--- config.mk ---
export PLATFORM = sky130hd
export DESIGN_NAME = vram_store_drain
export DESIGN_NICKNAME = d
export VERILOG_FILES = /design/src/rtl/vram_store_drain.sv
export SDC_FILE = /design/constraint.sdc
export NUM_CORES = 1
export LEC_CHECK = 0
export ABC_CLOCK_PERIOD_IN_PS = 2500
export CORE_MARGIN = 2
export CORE_UTILIZATION = 40
export DETAILED_ROUTE_END_ITERATION = 10
export PLACE_DENSITY = 0.89
export SLEW_MARGIN = 10
export SYNTH_ARGS = -nofsm -noshare
export SYNTH_HDL_FRONTEND = slang
export SYNTH_SLANG_ARGS = --single-unit
--- constraint.sdc ---
create_clock -name clk -period 2.5 [get_ports clk]
set_input_delay 0.5 -clock clk [delete_from_list [all_inputs] [get_ports clk]]
set_output_delay 0.5 -clock clk [all_outputs]
set_load 0.02 [all_outputs]
--- src/rtl/vram_store_drain.sv ---
// vram_store_drain: drains the CPU store queue into the single-port vector
// BRAM. The port is shared with vector-generator reads, which normally win.
// A starvation counter forces a bounded burst of queued writes. CPU
// addresses are mapped into the BRAM window, and out-of-window stores are
// popped and dropped. Write and drop statistics are kept.
module vram_store_drain #(
  parameter logic [15:0] BASE       = 16'h2000,
  parameter int          ADDR_W     = 13,
  parameter int          MAX_STARVE = 8,
  parameter int          BURST_LEN  = 4
) (
  input  logic              clk,
  input  logic              rst_n,
  input  logic [7:0]        q_data,
  input  logic [15:0]       q_addr,
  input  logic              q_valid,
  input  logic              q_empty,
  output logic              can_write,
  input  logic              vg_req,
  input  logic [ADDR_W-1:0] vg_addr,
  output logic              vg_ack,
  output logic [7:0]        vg_rdata,
  output logic              vg_rvalid,
  output logic              bram_en,
  output logic              bram_we,
  output logic [ADDR_W-1:0] bram_addr,
  output logic [7:0]        bram_din,
  input  logic [7:0]        bram_dout,
  input  logic              stat_clr,
  output logic [15:0]       wr_count,
  output logic [7:0]        drop_count,
  output logic              drop_flag
);

  localparam int SW = $clog2(MAX_STARVE + 1);
  localparam int BW = $clog2(BURST_LEN + 1);
  localparam logic [SW-1:0] STARVE_MAX = SW'(MAX_STARVE);
  localparam logic [BW-1:0] BURST_MAX  = BW'(BURST_LEN);

  typedef enum logic {ARB, BURST} state_t;

  state_t        state_reg, state_next;
  logic [SW-1:0] starve_reg, starve_next;
  logic [BW-1:0] burst_reg, burst_next;

  logic        wg;
  logic        rg;
  logic [15:0] offset;
  logic        in_range;
  logic        drop_evt;
  logic        we_int;

  // Window translation: addresses below BASE wrap to large offsets and fall out of range
  always_comb begin
    offset   = q_addr - BASE;
    in_range = (32'(offset) < (32'd1 << ADDR_W));
  end

  // Port arbitration, starvation tracking and burst sequencing
  always_comb begin
    wg          = 1'b0;
    rg          = 1'b0;
    state_next  = state_reg;
    starve_next = starve_reg;
    burst_next  = burst_reg;
    case (state_reg)
      ARB: begin
        wg = !q_empty && (!vg_req || starve_reg == STARVE_MAX);
        rg = vg_req && !wg;
        if (wg || q_empty) begin
          starve_next = '0;
        end else if (rg && starve_reg != STARVE_MAX) begin
          starve_next = starve_reg + 1'b1;
        end
        if (wg && starve_reg == STARVE_MAX) begin
          // The write that starts the burst counts towards its length
          burst_next = BW'(1);
          if (BURST_LEN > 1) begin
            state_next = BURST;
          end
        end
      end
      BURST: begin
        wg = !q_empty;
        if (wg) begin
          burst_next = burst_reg + 1'b1;
        end
        if (burst_next == BURST_MAX || q_empty) begin
          state_next = ARB;
        end
      end
      default: state_next = ARB;
    endcase
  end

  // Port drive; strobes are forced low while reset is asserted
  always_comb begin
    we_int    = wg && q_valid && in_range;
    drop_evt  = wg && q_valid && !in_range;
    can_write = rst_n && wg;
    vg_ack    = rst_n && rg;
    bram_en   = rst_n && (wg || rg);
    bram_we   = rst_n && we_int;
    bram_addr = wg ? offset[ADDR_W-1:0] : vg_addr;
    bram_din  = q_data;
    vg_rdata  = bram_dout;
  end

  // Arbiter state, counters and read-valid pipeline
  always_ff @(posedge clk or negedge rst_n) begin
    if (!rst_n) begin
      state_reg  <= ARB;
      starve_reg <= '0;
      burst_reg  <= '0;
      vg_rvalid  <= 1'b0;
    end else begin
      state_reg  <= state_next;
      starve_reg <= starve_next;
      burst_reg  <= burst_next;
      vg_rvalid  <= rg;
    end
  end

  // Statistics; a clear in the same cycle as an event discards the event
  always_ff @(posedge clk or negedge rst_n) begin
    if (!rst_n) begin
      wr_count   <= '0;
      drop_count <= '0;
      drop_flag  <= 1'b0;
    end else if (stat_clr) begin
      wr_count   <= '0;
      drop_count <= '0;
      drop_flag  <= 1'b0;
    end else begin
      if (we_int) begin
        wr_count <= wr_count + 16'd1;
      end
      if (drop_evt) begin
        drop_flag <= 1'b1;
        if (drop_count != 8'hFF) begin
          drop_count <= drop_count + 8'd1;
        end
      end
    end
  end

endmodule

Yosys cells after proc, flatten, opt, wreduce, memory -nomap -nowiden
Index checks and enable logic that the tools add are counted.
W data, S select, Z words.
{ "op_classes": {"reduce_logical": 25, "bitwise_logic": 1, "n_addsub": 5, "eq_ne": 5, "n_lt_le_gt_ge": 1, "muxes": 19} }
{ "ops": {"columns": ["operator", "n"], "rows": [
  ["$mux W16", 2],
  ["$mux W8", 3],
  ["$add A16 B1 Y16 const B", 1],
  ["$lt A16 B14 Y1 const B", 1],
  ["$sub A16 B14 Y16 const B", 1],
  ["$mux W13", 1],
  ["$logic_and A1 B1 Y1", 11],
  ["$mux W3", 3],
  ["$add A8 B1 Y8 const B", 1],
  ["$mux W4", 2],
  ["$ne A8 B8 Y1 const B", 1],
  ["$reduce_bool A2 Y1", 4],
  ["$pmux W3 S2", 1],
  ["$mux W1", 5],
  ["$add A4 B1 Y4 const B", 1],
  ["$eq A4 B4 Y1 const B", 1],
  ["$logic_not A1 Y1", 4],
  ["$logic_or A1 B1 Y1", 4],
  ["$ne A4 B4 Y1 const B", 1],
  ["$pmux W1 S2", 2],
  ["$reduce_and A2 Y1", 2],
  ["$add A3 B1 Y3 const B", 1],
  ["$eq A3 B3 Y1 const B", 1],
  ["$ne A2 B2 Y1 const B", 1],
  ["$not A1 Y1", 1]
]} }
{ "word_totals": {"reg_bits": 34, "word_cells": 63, "out_inout_bits": 59} }

Logic depth before layout (Yosys ltp)
Gate-level depths: netlist of run 1.
{ "depth": {"depth_word": 8, "depth_mapped": 9, "ltp_nobuf": 6} }

Worst setup path after synthesis of run 1
Ideal clock, no wire load.
{ "synth_timing": {"kind": "reg-to-output", "from": "reg starve_reg[0]", "to": "out bram_addr[10]", "path_buffers": 2, "arrival_time_ns": 1.831, "path_slack_ns": 0.169, "stages_incl_launch_ff": 8, "cell_sequence": "dfrtp_1 > inv_1 > ha_1 > and3b_1 > buf_4 > o21ai_2 > buf_4 > mux2_2"} }
{ "synth_via": {"elab_chain_len": 5} }
{ "synth_lines": {"columns": ["element", "line_no", "source"], "rows": [
  ["from (decl)", "43", "logic [SW-1:0] starve_reg, starve_next;"],
  ["from (signal assigned)", "118", "starve_reg <= starve_next;"],
  ["$eq A4 B4 Y1", "68", "wg = !q_empty && (!vg_req || starve_reg == STARVE_MAX);"],
  ["$logic_or A1 B1 Y1", "68", null],
  ["$logic_and A1 B1 Y1", "68", null],
  ["$pmux W1 S2", "66", "case (state_reg)"],
  ["$mux W13", "104", "bram_addr = wg ? offset[ADDR_W-1:0] : vg_addr;"],
  ["to (decl)", "26", "output logic [ADDR_W-1:0] bram_addr,"]
]} }
Every way passes these cells.

Worst setup path after layout of run 1
{ "layout_timing": {"from": "reg starve_reg[1]", "to": "out bram_addr[9]"} }
The elaborated chain is that of the path after synthesis.

==> out/results.txt, run 1 <==
DRC violations left = 0
DP HPWL = 4600 µm
Static Leak = 0.00145 µW
crit path cell chain = inv_1, ha_2, and3b_2, o21ai_4, clkbuf_16, mux2_4, buf_6
Detailed Route WL = 6210 µm
Hold Vio Cnt, Final = 0
routability cong. = 0.846
Max VDD drop = 216 µV
vias in the first global route = 2152
#FFs+latches synth = 34
CP bufs+invs = 3
RSZ-0062 raised after global routing = true
Final Slew Violations = 0
pwr dens = 369 mW/mm²
Worst EP arrival = 1.93 ns
register area share after synthesis = 37.4%
Area Overhead vs Synth = 48.0%
critical path launch point type = flop
CP Data Required Time = 2.00 ns
slowest cell on the critical path = dfrtp_1
# port buffers = 77
filler instances = 461
multi-input logic area = 0.00126 mm²
CORE AREA = 0.00551 mm²
DR WL/cell = 15.5 µm
crit end category = output pin
Slew HR = 64.3%
share of cells above drive strength 1 = 24.9%
outcome = finished clean
# H-tree levels = 2
ANT cells = 0
Hold WC Path Type = reg -> reg
largest net degree at the start of global routing = 17
DIE HEIGHT = 79.4 µm
Pre-antenna DRT Iters = 4
Tcrit/Tclk final = 97.2%
Final ANT Viol Nets = 0
predominant post-synthesis flop cell = dfrtp_1
final setup fails = 0
number of synthesis warnings = 0
initial antenna violation count = 0
Syn Inst Count = 242
I/O pin count = 110
f_max = 411 MHz
CTS sink cnt = 34
register area = 851 µm²
max reg flops = 16
DR vias = 2232
Longest Clk Path Bufs = 2
post-layout min period = 2.43 ns
Syn Area/Cell = 9.40 µm²
row count = 27
count of different cell masters after synthesis = 46
DR iter-0 viols = 147
CP delay by family, top = buffers and inverters
Total Nets Final = 386
initial core utilization = 41.3%
Post-synth EDFFs = 0
worst setup path class = reg -> out
Slew @ Worst Pin = 0.532 ns
Finished Layout Cells = 401
Worst Skew = 0.0136 ns
mapped cell area = 0.00228 mm²
vias per inst = 5.57
max cap viols = 0
commonest cells after routing, fill and taps aside = clkdlybuf4s50_1, dfrtp_1, buf_4, nand2_1, a21oi_1
slowest cell delay on critical path = 0.34 ns
syn nets = 299
commonest non-fill, non-tap cell in the layout = clkdlybuf4s50_1
Async SR Flop Fraction = 100%
clock root cell = clkbuf_8
TNS Setup = 0 ns
Die Area = 0.00631 mm²
crit-path max FO = 7
GR Overflow Total = 0
total track usage = 19.5%
placed cells = 390
first-pass GRT wire length = 9820 µm
TritonCTS Buffers = 5
worst skew pair latency = 0.29 ns
Die X-Extent = 79.4 µm
CTS tree = done
clk slew on worst S/H paths = 0.07 ns
==> Yosys cell counts, types with 3 or more instances <==
cell      number  area share, %
a21oi_1       14            3.1
and2_1         3           0.82
and4_1         3            1.2
buf_2          4           0.88
buf_4         18            5.9
clkbuf_1       6           0.99
dfrtp_1       34             37
ha_1           6            3.3
inv_1          8            1.3
mux2_2        19            9.4
nand2_1       15            2.5
nand2b_1       3           0.82
nand3_1       11            2.4
nand4_1        5            1.4
nor2_1        11            1.8
nor2b_1       10            2.7
nor3_1         3           0.66
nor4_1         7            1.9
o21a_1         3           0.99
o21ai_0        7            1.5
o311ai_0       3            1.2
o31ai_1        9            3.0
o41ai_1        4            1.5
or4_1         10            3.3
==> timing repair <==
action / CTS / global route
setup endpoints to repair: 17 / 16
cloned: 0 / 1
buffers inserted: 1 / 2
gates resized for setup: 58 / 43
pin swaps: 1 / 2
hold buffers: 0 / 0
==> kinds of logic (layout without fill, tap and decap cells) <==
| logic type | after synthesis | in the layout | synth area share (%) |
|---|---|---|---|
| and+or+nand+nor | 90 | 90 | 22.5 |
| AOI/OAI and AO/OA | 53 | 53 | 16.5 |
| buffers and inverters | 37 | 124 | 9.62 |
| DFF | 34 | 34 | 37.4 |
| muxes | 20 | 20 | 9.84 |
| adders and majority gates | 6 | 6 | 3.30 |
| xor gates and xnor gates | 2 | 2 | 0.770 |
==> cell type report <==
type	instances	area share (%)
clock inverters	2	0.297
clock buffers	5	2.04
multi-input cells	171	37.4
flip-flops and latches	34	25.3
repair buffers	109	31.5
well taps	72	2.67
inverters	8	0.891
==> final timing paths <==
kind / from / end / slack [ns] / cells after the start
setup / recovery: starve_reg[1] / bram_addr[9] / 0.07 / 7
hold / removal: burst_reg[0] / burst_reg[0] / 0.52 / 1
setup reg to reg: starve_reg[0] / wr_count[15] / 0.34 / 9
hold reg to reg: burst_reg[0] / burst_reg[0] / 0.52 / 1
max in group asynchronous: rst_n / drop_count[1] / 1.56 / 3
min in group asynchronous: rst_n / wr_count[11] / 0.53 / 2
==> report_power, final <==
group	total, µW	switching (µW)	internal (µW)	leakage (µW)
clock	391	204	187	0.0000438
sequential	562	5.54	557	0.000470
combinational	291	128	162	0.000939
==> through the flow <==
step,power [µW],hold slack (ns),utilization [%],area (µm²),setup WS (ns)
after CTS,1210,0.523,58.3,3210,-0.0859
after floorplan,715,0.204,-,2280,0.169
after global routing,1300,0.532,61.2,3370,-0.0166
after global placement,832,0.493,57.8,3180,-0.328
after detailed placement,840,0.503,57.8,3180,-0.364
final,1240,0.516,61.2,3370,0.0692
==> layer usage <==
| metal | global-route usage (%) | wire length (µm) | vias up |
|---|---|---|---|
| met4 | 6.38 | 57 | 0 |
| met5 | 0 | 0 | - |
| met1 | 23.6 | 2530 | 1079 |
| met2 | 33.4 | 3210 | 86 |
| met3 | 5.20 | 414 | 10 |
| li1 | - | - | 1057 |
No activity file was read; power rests on OpenSTA's default activity.
==> run 2: changes to the inputs <==
--- a/config.mk
+++ b/config.mk
@@ -9,7 +9,9 @@
 export CORE_MARGIN = 2
 export CORE_UTILIZATION = 40
 export DETAILED_ROUTE_END_ITERATION = 10
+export HOLD_SLACK_MARGIN = 0.05
 export PLACE_DENSITY = 0.89
+export SKIP_CTS_REPAIR_TIMING = 1
 export SLEW_MARGIN = 10
 export SYNTH_ARGS = -nofsm -noshare
 export SYNTH_HDL_FRONTEND = slang
==> out/results.txt, run 2 (synthesized netlist as in run 1, its figures left out) <==
Net Sw Frac = 27.2%
vias per inst = 5.58
commonest non-fill, non-tap cell in the layout = clkdlybuf4s50_1
register area = 851 µm²
Seq pwr share = 46.5%
DP HPWL = 4600 µm
Hold WC Path Type = reg -> reg
Tcrit/Tclk final = 98.5%
DRC violations left = 0
sw power = 329 µW
CP Data Required Time = 2.00 ns
CTS tree = done
Static Leak = 0.00139 µW
max cap viols = 0
commonest cells after routing, fill and taps aside = clkdlybuf4s50_1, dfrtp_1, buf_4, mux2_2, nand2_1
RSZ-0062 raised after global routing = true
TritonCTS Buffers = 5
Worst Skew = 0.0132 ns
CTS sink cnt = 34
critical path launch point type = flop
total track usage = 19.4%
f_max = 406 MHz
max reg flops = 16
Slew @ Worst Pin = 0.525 ns
Die Area = 0.00631 mm²
DR iter-0 viols = 163
initial core utilization = 41.3%
ANT cells = 0
internal cell power = 880 µW
post-layout min period = 2.46 ns
Area Overhead vs Synth = 42.3%
outcome = finished clean
Clock Power Share = 32.2%
# port buffers = 77
CP bufs+invs = 3
pwr dens = 373 mW/mm²
vias in the first global route = 2156
Max VDD drop = 202 µV
crit end category = output pin
share of cells above drive strength 1 = 23.9%
DIE HEIGHT = 79.4 µm
Final Slew Violations = 0
slowest cell on the critical path = dfrtp_1
Hold Vio Cnt, Final = 0
initial antenna violation count = 0
largest net degree at the start of global routing = 17
combinational share of power = 21.3%
Slew HR = 64.8%
clock root cell = clkbuf_8
worst skew pair latency = 0.29 ns
slowest cell delay on critical path = 0.36 ns
GR Overflow Total = 0
routability cong. = 0.846
Final ANT Viol Nets = 0
CP delay by family, top = buffers and inverters
Die X-Extent = 79.4 µm
multi-input logic area = 0.00123 mm²
WHS = 0.517 ns
Power, Total = 1210 µW
Pre-antenna DRT Iters = 4
filler instances = 479
crit path cell chain = inv_1, ha_1, and3b_2, o21ai_4, buf_12, mux2_2, buf_4
DR vias = 2220
crit-path max FO = 14
TNS Setup = 0 ns
DR WL/cell = 15.1 µm
Longest Clk Path Bufs = 2
row count = 27
Detailed Route WL = 6010 µm
final setup fails = 0
CORE AREA = 0.00551 mm²
Total Nets Final = 383
first-pass GRT wire length = 9780 µm
I/O pin count = 110
Worst EP arrival = 1.96 ns
clk slew on worst S/H paths = 0.06 ns
# H-tree levels = 2
worst setup path class = reg -> out
run 2: changes by cell type in the layout (fill, tap and decap cells not counted), sizes merged:
cell	before	now
clkbuf	7	14
dlygate4sd2	2	0
buf	45	35
clkdlybuf4s50	59	60
dlymetal6s2s	1	2
run 2: worst register-to-register path, cell delays in order, from the launching register on:
cell	delay [ns]
dfrtp_1	0.39
inv_1	0.06
ha_1	0.15
and3b_2	0.25
o21ai_4	0.08
buf_12	0.15
buf_4	0.13
buf_4	0.15
nor4_1	0.33
mux2_2	0.37
run 2: layer usage:
layer / vias to the layer above / GRT usage [%] / share of wire [%]
met3: 8 / 5.20 / 6.8
met2: 93 / 33.2 / 52
met4: 0 / 6.72 / 0.78
li1: 1056 / - / -
met1: 1063 / 23.4 / 41
met5: - / 0 / 0
run 2: area by class of cell:
type	instances	area share, %
multi-input cells	171	38.0
well taps	72	2.78
repair buffers	106	29.6
flip-flops and latches	34	26.3
clock buffers	5	2.12
inverters	8	0.927
clock inverters	2	0.309
run 2: per-stage QoR:
step	utilization, %	setup WS, ns	area, µm²	instances
global route	58.8	-0.0534	3240	398
detailed placement	57.8	-0.364	3180	390
CTS	59.2	-0.386	3260	397
floorplan	-	0.169	2280	242
finish	58.8	0.0387	3240	398
global placement	57.8	-0.328	3180	390
run 2: path summary, 6_finish.rpt:
path	start	end	slack (ns)	cells after the start
setup / recovery	starve_reg[0]	bram_addr[4]	0.04	7
hold / removal	burst_reg[0]	burst_reg[0]	0.52	1
setup reg to reg	starve_reg[0]	wr_count[15]	0.34	9
hold reg to reg	burst_reg[0]	burst_reg[0]	0.52	1
max in group asynchronous	rst_n	drop_flag	1.56	3
min in group asynchronous	rst_n	wr_count[11]	0.53	2
run 2: power groups by stage:
stage	Combinational (µW)	Sequential (µW)	Clock (µW)
detailed placement	267	573	0
CTS	269	562	395
floorplan	139	576	0
finish	257	562	389
global placement	260	572	0
global route	279	563	421
==> run 3: changes to the inputs <==
==> constraint.sdc (replaced) <==
create_clock -name clk -period 2.5 [get_ports clk]
set_input_delay 0.5 -clock clk [delete_from_list [all_inputs] [get_ports clk]]
set_output_delay 0.5 -clock clk [all_outputs]
set_load 0.01 [all_outputs]
==> out/results.txt, run 3 (synthesized netlist as in run 1, its figures left out) <==
ANT cells = 0
cell mode on critical path = buf_6
met1 Usage GRT = 23.9%
DRC violations left = 0
vias per inst = 5.61
worst setup path class = reg -> out
# H-tree levels = 2
Detailed Route WL = 6370 µm
DIE HEIGHT = 79.4 µm
Clock Power Share = 43.4%
Worst Skew = 0.00446 ns
initial antenna violation count = 0
DP Area = 0.00318 mm²
Max VDD drop = 223 µV
Total Nets Final = 388
routability cong. = 0.849
RSZ-0062 raised after global routing = true
# port buffers = 77
Worst EP arrival = 2.06 ns
CTS tree = done
f_max = 390 MHz
Hold WC Path Type = reg -> reg
combinational share of power = 18.1%
clock root cell = clkbuf_8
share of cells above drive strength 1 = 23.2%
Die Area = 0.00631 mm²
Tcrit/Tclk final = 103%
post-layout min period = 2.56 ns
Final Slew Violations = 0
DR vias = 2265
setup ws final = -0.0642 ns
slowest cell on the critical path = dfrtp_1
max reg flops = 16
clk slew on worst S/H paths = 0.07 ns
vias in the first global route = 2202
commonest cells after routing, fill and taps aside = clkdlybuf4s50_1, dfrtp_1, buf_4, mux2_2, nand2_1
GR Overflow Total = 0
worst skew pair latency = 0.29 ns
outcome = complete, but fails checks
DR iter-0 viols = 149
Slew HR = 66.3%
total track usage = 19.8%
Longest Clk Path Bufs = 2
Seq pwr share = 38.5%
final setup fails = 2
first-pass GRT wire length = 10000 µm
Final Util = 62.8%
Area Overhead vs Synth = 51.8%
max cap viols = 0
hold depth = 1
crit-path max FO = 5
slowest cell delay on critical path = 0.35 ns
Slew @ Worst Pin = 0.502 ns
CP Data Required Time = 2.00 ns
met3 Resource Use GR = 5.09%
violated checks = negative setup slack
GRT busiest layer = met2
row count = 27
Pre-antenna DRT Iters = 4
largest net degree at the start of global routing = 17
reg2reg start = starve_reg[1]
crit path cell chain = inv_1, ha_2, and3b_2, o21ai_4, clkbuf_16, buf_6, buf_6, mux2_4, buf_6
hold_sp = burst_reg[0]
CTS sink cnt = 34
Finished Cell Area = 0.00346 mm²
RR Endpoint = drop_count[7]
Static Leak = 0.00154 µW
commonest non-fill, non-tap cell in the layout = clkdlybuf4s50_1
CORE AREA = 0.00551 mm²
R2R Setup Slk = 0.28 ns
Net Sw Frac = 22.1%
initial core utilization = 41.3%
crit end category = output pin
M2 GR Usage = 34.7%
critical path launch point type = flop
Hold Vio Cnt, Final = 0
sw power = 323 µW
Crit. Startpoint = starve_reg[1]
I/O pin count = 110
Die X-Extent = 79.4 µm
internal cell power = 1140 µW
Final ANT Viol Nets = 0
R2R depth = 9
DR WL/cell = 15.8 µm
DP HPWL = 4550 µm
pwr dens = 423 mW/mm²
Hold EP = burst_reg[0]
TritonCTS Buffers = 5
==> run 3: how the worst max path moves through the flow <==
stage / end / slack (ns) / cells after the start
6_report: bram_addr[10] / -0.06 / 9
5_1_grt: bram_addr[10] / -0.13 / 9
4_1_cts: bram_we / -0.33 / 7
3_5_place_dp: bram_we / -0.31 / 7
3_3_place_gp: bram_we / -0.26 / 7
2_1_floorplan: bram_addr[10] / 0.20 / 7
==> run 3: final cells by class <==
class                           count  area (µm²)
Clock buffer                        6        82.6
Timing Repair Buffer              111        1090
Tap cell                           72        90.1
Fill cell                         444        2050
Inverter                            8        30.0
Multi-Input combinational cell    171        1250
Clock inverter                      2        60.1
Sequential cell                    34         851
==> run 3: metrics by stage <==
| stage | instances | TNS, ns | power, µW | setup slack, ns | hold WS (ns) |
|---|---|---|---|---|---|
| global route | 404 | -0.317 | 1510 | -0.126 | 0.527 |
| global placement | 389 | -3.65 | 814 | -0.257 | 0.494 |
| finish | 404 | -0.0976 | 1460 | -0.0642 | 0.515 |
| floorplan | 242 | 0 | 687 | 0.199 | 0.204 |
| CTS | 397 | -4.16 | 1460 | -0.327 | 0.520 |
| detailed placement | 389 | -4.68 | 821 | -0.312 | 0.508 |
==> run 3: power groups by stage <==
stage	Combinational, µW	Clock (µW)	Sequential, µW
after global routing	286	662	563
after CTS	250	644	562
after detailed placement	248	0	573
after global placement	241	0	572
final	264	634	562
after floorplan	113	0	574
==> run 3: per-layer routing <==
metal,part of all wire (%),up-vias
li1,-,1068
met1,42,1115
met2,52,73
met3,5.6,9
met4,0.69,0
met5,0,-
==> run 3: critical path: cells and delay by family (launching register included) <==
| family | cells | cell delay, ns |
|---|---|---|
| AND/OR/NAND/NOR | 1 | 0.23 |
| AO/OA/AOI/OAI | 1 | 0.19 |
| flip-flops | 1 | 0.35 |
| multiplexers | 1 | 0.29 |
| adder cells (fa/ha/maj) | 1 | 0.18 |
| buffers and inverters | 5 | 0.54 |
